**src/rtl/fwd_hazard_unit.sv**
```systemverilog
// EX-stage operand bypass and hazard detection, with a pending-write scoreboard
// for long-latency ops and a saturating stall-cycle counter.
module fwd_hazard_unit #(
  parameter int unsigned DW  = 32,
  parameter int unsigned AW  = 5,
  parameter int unsigned NRD = 2,
  parameter int unsigned SCW = 16
) (
  input  logic                clk,
  input  logic                rstn,
  input  logic                mem_we,
  input  logic                mem_is_ld,
  input  logic [AW-1:0]       mem_wa,
  input  logic [DW-1:0]       mem_wd,
  input  logic                wb_we,
  input  logic [AW-1:0]       wb_wa,
  input  logic [DW-1:0]       wb_wd,
  input  logic [NRD*AW-1:0]   ex_ra,
  input  logic                lo_issue,
  input  logic [AW-1:0]       lo_iwa,
  input  logic                lo_done,
  input  logic [AW-1:0]       lo_dwa,
  input  logic [DW-1:0]       lo_dwd,
  output logic [NRD-1:0]      ex_fe,
  output logic [NRD*DW-1:0]   ex_fd,
  output logic                stall_ex,
  output logic [(2**AW)-1:0]  pend,
  output logic [SCW-1:0]      stall_cnt
);

  localparam int unsigned NREG = 2**AW;

  logic [NRD-1:0]  port_haz;
  logic [AW-1:0]   rd_addr;
  logic            waw_haz;
  logic [NREG-1:0] pend_nxt;

  // Per-port forwarding with fixed priority: long-op done, MEM ALU, MEM load, scoreboard, WB.
  always_comb begin
    ex_fe    = '0;
    ex_fd    = '0;
    port_haz = '0;
    rd_addr  = '0;
    for (int i = 0; i < int'(NRD); i++) begin
      rd_addr = ex_ra[i*AW +: AW];
      if (rd_addr != '0) begin
        if (lo_done && (lo_dwa == rd_addr)) begin
          ex_fe[i]           = 1'b1;
          ex_fd[i*DW +: DW]  = lo_dwd;
        end else if (mem_we && (mem_wa == rd_addr) && !mem_is_ld) begin
          ex_fe[i]           = 1'b1;
          ex_fd[i*DW +: DW]  = mem_wd;
        end else if (mem_we && (mem_wa == rd_addr)) begin
          port_haz[i] = 1'b1;
        end else if (pend[rd_addr]) begin
          port_haz[i] = 1'b1;
        end else if (wb_we && (wb_wa == rd_addr)) begin
          ex_fe[i]           = 1'b1;
          ex_fd[i*DW +: DW]  = wb_wd;
        end
      end
    end
  end

  // A second long op to a still-pending destination must wait unless the first completes now.
  always_comb begin
    waw_haz  = lo_issue && (lo_iwa != '0) && pend[lo_iwa] &&
               !(lo_done && (lo_dwa == lo_iwa));
    stall_ex = (|port_haz) || waw_haz;
  end

  // Scoreboard next state; a same-cycle issue overrides the completion clear.
  always_comb begin
    pend_nxt = pend;
    for (int r = 1; r < int'(NREG); r++) begin
      if (lo_issue && !stall_ex && (lo_iwa == AW'(r))) begin
        pend_nxt[r] = 1'b1;
      end else if (lo_done && (lo_dwa == AW'(r))) begin
        pend_nxt[r] = 1'b0;
      end
    end
    pend_nxt[0] = 1'b0;
  end

  always_ff @(posedge clk or negedge rstn) begin
    if (!rstn) begin
      pend <= '0;
    end else begin
      pend <= pend_nxt;
    end
  end

  // Saturating count of stalled cycles.
  always_ff @(posedge clk or negedge rstn) begin
    if (!rstn) begin
      stall_cnt <= '0;
    end else if (stall_ex && (stall_cnt != '1)) begin
      stall_cnt <= stall_cnt + SCW'(1);
    end
  end

endmodule
```
**config.mk**
```make
export PLATFORM = sky130hd
export DESIGN_NAME = fwd_hazard_unit
export DESIGN_NICKNAME = d
export VERILOG_FILES = /design/src/rtl/fwd_hazard_unit.sv
export SDC_FILE = /design/constraint.sdc
export NUM_CORES = 1
export LEC_CHECK = 0
export CAP_MARGIN = 20
export CORE_UTILIZATION = 50
export CTS_CLUSTER_SIZE = 40
export DETAILED_ROUTE_END_ITERATION = 12
export DONT_BUFFER_PORTS = 1
export SLEW_MARGIN = 30
export SYNTH_ARGS = -nofsm -noshare
export SYNTH_HDL_FRONTEND = slang
export SYNTH_SLANG_ARGS = --single-unit
```
**constraint.sdc**
```tcl
create_clock -name clk -period 3.3 [get_ports clk]
set_clock_uncertainty 0.15 [all_clocks]
set_input_delay 0.33 -clock clk [delete_from_list [all_inputs] [get_ports clk]]
set_output_delay 0.33 -clock clk [all_outputs]
set_load 0.005 [all_outputs]
```
==> results_tabular.tex <==
\begin{tabular}{lr}
\hline
Metric & Value \\
\hline
\multicolumn{2}{l}{\textbf{Worst setup path}} \\
Data arrival at the endpoint of the critical path & 2.94 ns \\
Worst-path maximum fanout & 8 \\
Critical Path End Type & output port \\
First element of the critical path & pend[22]\$\_DFFE\_PN0P\_ \\
Required time of the worst setup path & 2.82 ns \\
Critical Path Start Type & register \\
Critical Setup Path Class & reg -> out \\
Start of the worst register-to-register path & pend[22]\$\_DFFE\_PN0P\_ \\
\multicolumn{2}{l}{\textbf{STA}} \\
Top achievable clock speed & between 0.2 and 0.3 GHz \\
Final Setup Violations & 33 \\
Worst max-slew margin expressed relative to the limit & 0.4764 \\
Unrepaired setup endpoints after global routing & true \\
Setup ws final & -0.1233 ns \\
Share of the clock period used by the worst path after layout & 1.037 \\
Worst Hold Slack & roughly 0.14 ns \\
Hold Fails Final Rpt & 0 \\
Min Clock Period, post-route & 3.423 ns \\
Slew at the pin with the worst max-slew slack & 0.7854 ns \\
Final number of max-transition violations & 0 \\
\multicolumn{2}{l}{\textbf{Clocking}} \\
Clock insertion delay at the later pin of the skew report & $\sim$0.30 ns \\
Root buffer cell & sky130\_fd\_sc\_hd\_\_clkbuf\_8 \\
CTS Buf Count & 5 \\
Clock tree from TritonCTS & done \\
Deepest clock path buffer count & 2 \\
Clock-pin transition on the worst setup and hold timing paths & 0.09 ns \\
Clock sinks & between 40 and 50 \\
Level count of the clock H-tree & 2 \\
\multicolumn{2}{l}{\textbf{Yosys}} \\
Synth unique cells & 52 \\
Ys flop type & sky130\_fd\_sc\_hd\_\_dfrtp\_1 \\
Post-Syn Instances & 571 \\
Cell Area, Synth & 0.004755 mm² \\
Number of synthesized flops with an enable pin & 0 \\
Number of register bits inferred by synthesis & 47 \\
Yosys warning total & 0 \\
Share of async-settable or async-resettable flops after synthesis & 1.000 \\
Number of nets in the synthesized netlist & 705 \\
Fraction of the yosys area taken by sequential cells & 0.2474 \\
Post-synthesis area per instance & 8.327 µm² \\
\multicolumn{2}{l}{\textbf{Route}} \\
Number of DRC markers in iteration 0 & a little over 400 \\
Detailed-router iteration count before antenna repair & 5 \\
Number of DRC violations after detailed routing & 0 \\
Vias per Instance & $\sim$7.3 \\
Routed Wire Length & 18.64 mm \\
Average wire per cell in the routed design & 26.70 µm \\
DR vias & 5126 \\
Post-detailed-route count of antenna-violating nets & 0 \\
\multicolumn{2}{l}{\textbf{Finish}} \\
Fraction of final layout cells with drive strength greater than 1 & 0.3585 \\
Area occupied by multi-input gates & 0.003859 mm² \\
FILL cells & 763 \\
Most common library cell in the layout ignoring fill and taps & sky130\_fd\_sc\_hd\_\_nor2\_1 \\
Most frequent cells in the layout & sky130\_fd\_sc\_hd\_\_nor2\_1, sky130\_fd\_sc\_hd\_\_dfrtp\_1, sky130\_fd\_sc\_hd\_\_buf\_4 \\
Final cell count without fillers & 698 \\
Post-route cell area & 0.005929 mm² \\
Number of nets in the final layout & 702 \\
Sequential cell area & roughly 0.0012 mm² \\
Layout-stage area growth over the synthesis result & 24.71\% \\
Utilization after layout & 0.6417 \\
Antenna cell count & 0 \\
\multicolumn{2}{l}{\textbf{Global routing}} \\
Maximum number of pins on one net before global-route repair & 65 \\
Global-route usage over all layers & 0.3593 \\
Antenna violations before repair & 0 \\
Overflow left after global routing & 0 \\
Number of global-route vias before repair & 4862 \\
Wire length of the first global-routing pass & 27.56 mm \\
\multicolumn{2}{l}{\textbf{Place}} \\
GP Congestion & around 0.97 \\
Quantity of I/O buffers inserted on ports & 0 \\
HPWL reported at the end of detailed placement & 12.85 mm \\
Area of placed instances & $\sim$0.0049 mm² \\
Instance count after placement with tap cells included & 674 \\
\multicolumn{2}{l}{\textbf{Pwr}} \\
Portion of total power attributed to the clock network & 0.207 \\
Internal power consumption & 1340 µW \\
Peak VDD IR & 0.3401 mV \\
Leakage power & roughly 0.0023 µW \\
Reg power frac & 0.415 \\
Net switching component of the power & 751.6 µW \\
Design Power & 2092 µW \\
Combinational share of power & 0.378 \\
Fraction of power spent switching nets & 0.3593 \\
Total power density per cell area & 352.8 mW/mm² \\
\multicolumn{2}{l}{\textbf{Flow run}} \\
Max-capacitance violation count & 0 \\
\multicolumn{2}{l}{\textbf{Min path}} \\
Source of the worst hold timing path & lo\_iwa[4] \\
Hold WC Path Type & in -> reg \\
\multicolumn{2}{l}{\textbf{Die}} \\
Core region area & 0.009240 mm² \\
Die boundary width & 99.52 µm \\
Number of placement rows & 35 \\
Initial Utilization & 0.5146 \\
Number of top-level design ports & $\sim$250 \\
Vertical extent of the die & 99.52 µm \\
Die area & approximately 0.0099 mm² \\
\multicolumn{2}{l}{\textbf{Outcome}} \\
Run status & finished with violations \\
Violations in the final reports & setup timing \\
\hline
\end{tabular}
[path summary, 6_finish.rpt]
path	end	slack (ns)	cells after the start
setup / recovery	ex_fd[33]	-0.12	9
hold / removal	pend[16]$_DFFE_PN0P_	0.14	2
setup reg to reg	pend[8]$_DFFE_PN0P_	0.11	10
hold reg to reg	stall_cnt[8]$_DFFE_PN0P_	0.38	1
max in group asynchronous	pend[13]$_DFFE_PN0P_	2.40	2
min in group asynchronous	stall_cnt[15]$_DFFE_PN0P_	0.37	2
[flip-flops by register name, summed over array words and instances (netlist names)]
name,flops
stall_cnt,16
pend,31
[synth_stat cells (4+ instances only)]
master,count,area (µm²)
sky130_fd_sc_hd__and4_1,4,35.03
sky130_fd_sc_hd__nor3_1,35,175.2
sky130_fd_sc_hd__nor2_1,76,285.3
sky130_fd_sc_hd__nand3_1,19,95.09
sky130_fd_sc_hd__xnor2_1,22,192.7
sky130_fd_sc_hd__mux2i_1,7,70.07
sky130_fd_sc_hd__a211oi_1,33,247.7
sky130_fd_sc_hd__nand4_1,9,56.30
sky130_fd_sc_hd__o21ai_1,24,120.1
sky130_fd_sc_hd__buf_4,4,30.03
sky130_fd_sc_hd__a221oi_1,32,280.3
sky130_fd_sc_hd__nor2b_1,5,31.28
sky130_fd_sc_hd__nand2b_1,5,31.28
sky130_fd_sc_hd__xor2_1,25,219.0
sky130_fd_sc_hd__inv_1,6,22.52
sky130_fd_sc_hd__and3_1,5,31.28
sky130_fd_sc_hd__nor4_1,6,37.54
sky130_fd_sc_hd__o21ai_2,8,70.07
sky130_fd_sc_hd__mux4_2,23,518.0
sky130_fd_sc_hd__a22oi_1,33,247.7
sky130_fd_sc_hd__nand2_1,16,60.06
sky130_fd_sc_hd__buf_2,14,70.07
sky130_fd_sc_hd__dfrtp_1,47,1176
sky130_fd_sc_hd__clkbuf_1,43,161.4
sky130_fd_sc_hd__o21ai_0,33,165.2
[layout make-up]
cell class	instances	area share
well taps	129	0.02722
repair buffers	53	0.1002
multi-input cells	455	0.6508
flip-flops and latches	47	0.1986
clock buffers	5	0.01161
inverters	6	0.003798
clock inverters	3	0.007808
[power groups by stage]
| stage | clock network, µW | registers, µW | logic, µW |
|---|---|---|---|
| final | 434 | 868 | 790 |
| after global routing | 468 | 885 | 851 |
| after CTS | 443 | 862 | 755 |
| after detailed placement | 0 | 874 | 702 |
| after global placement | 0 | 864 | 690 |
| after floorplan | 0 | 850 | 496 |
[kinds of logic (layout without fill, tap and decap cells)]
| logic type | Yosys count | after routing | synth area share |
|---|---|---|---|
| simple gates | 195 | 195 | 0.1995 |
| compound gates | 177 | 177 | 0.2624 |
| buf+inv | 69 | 67 | 0.06447 |
| xor+xnor | 47 | 47 | 0.08658 |
| flops | 47 | 47 | 0.2474 |
| mux | 34 | 34 | 0.1363 |
| fa+ha+maj | 1 | 1 | 0.002631 |
| other cells | 1 | 1 | 0.0007887 |
[repair_timing]
item	CTS	global route
hold buffers	2	0
endpoints found under the setup margin	65	63
gates resized for setup	79	44
endpoints found under the hold margin	47	0
gates cloned	4	3
pin swaps	53	13
setup buffers	3	4
[critical path, stage by stage (launching register included)]
cell	delay, ns
sky130_fd_sc_hd__dfrtp_1	0.45
sky130_fd_sc_hd__mux4_2	0.50
sky130_fd_sc_hd__mux4_2	0.47
sky130_fd_sc_hd__a311o_1	0.30
sky130_fd_sc_hd__o21ai_2	0.08
sky130_fd_sc_hd__and4_4	0.25
sky130_fd_sc_hd__buf_8	0.14
sky130_fd_sc_hd__buf_16	0.15
sky130_fd_sc_hd__a221oi_2	0.08
sky130_fd_sc_hd__nor3_2	0.21
[through the flow]
stage	setup slack (ns)	setup TNS [ns]
after floorplan	0.2128	0
after global placement	0.1008	0
after detailed placement	0.09572	0
after CTS	-0.08535	-1.566
after global routing	-0.1771	-4.773
final	-0.1233	-2.042
[metal layers]
metal / global-route usage / up-vias / part of all wire / wire length (µm)
li1: - / 2173 / - / -
met1: 0.4483 / 2507 / 0.36 / 6795
met2: 0.5908 / 374 / 0.49 / 9161
met3: 0.08925 / 72 / 0.10 / 1887
met4: 0.1606 / 0 / 0.043 / 795
met5: 0 / - / 0 / 0
No activity file was read; power rests on OpenSTA's default activity.
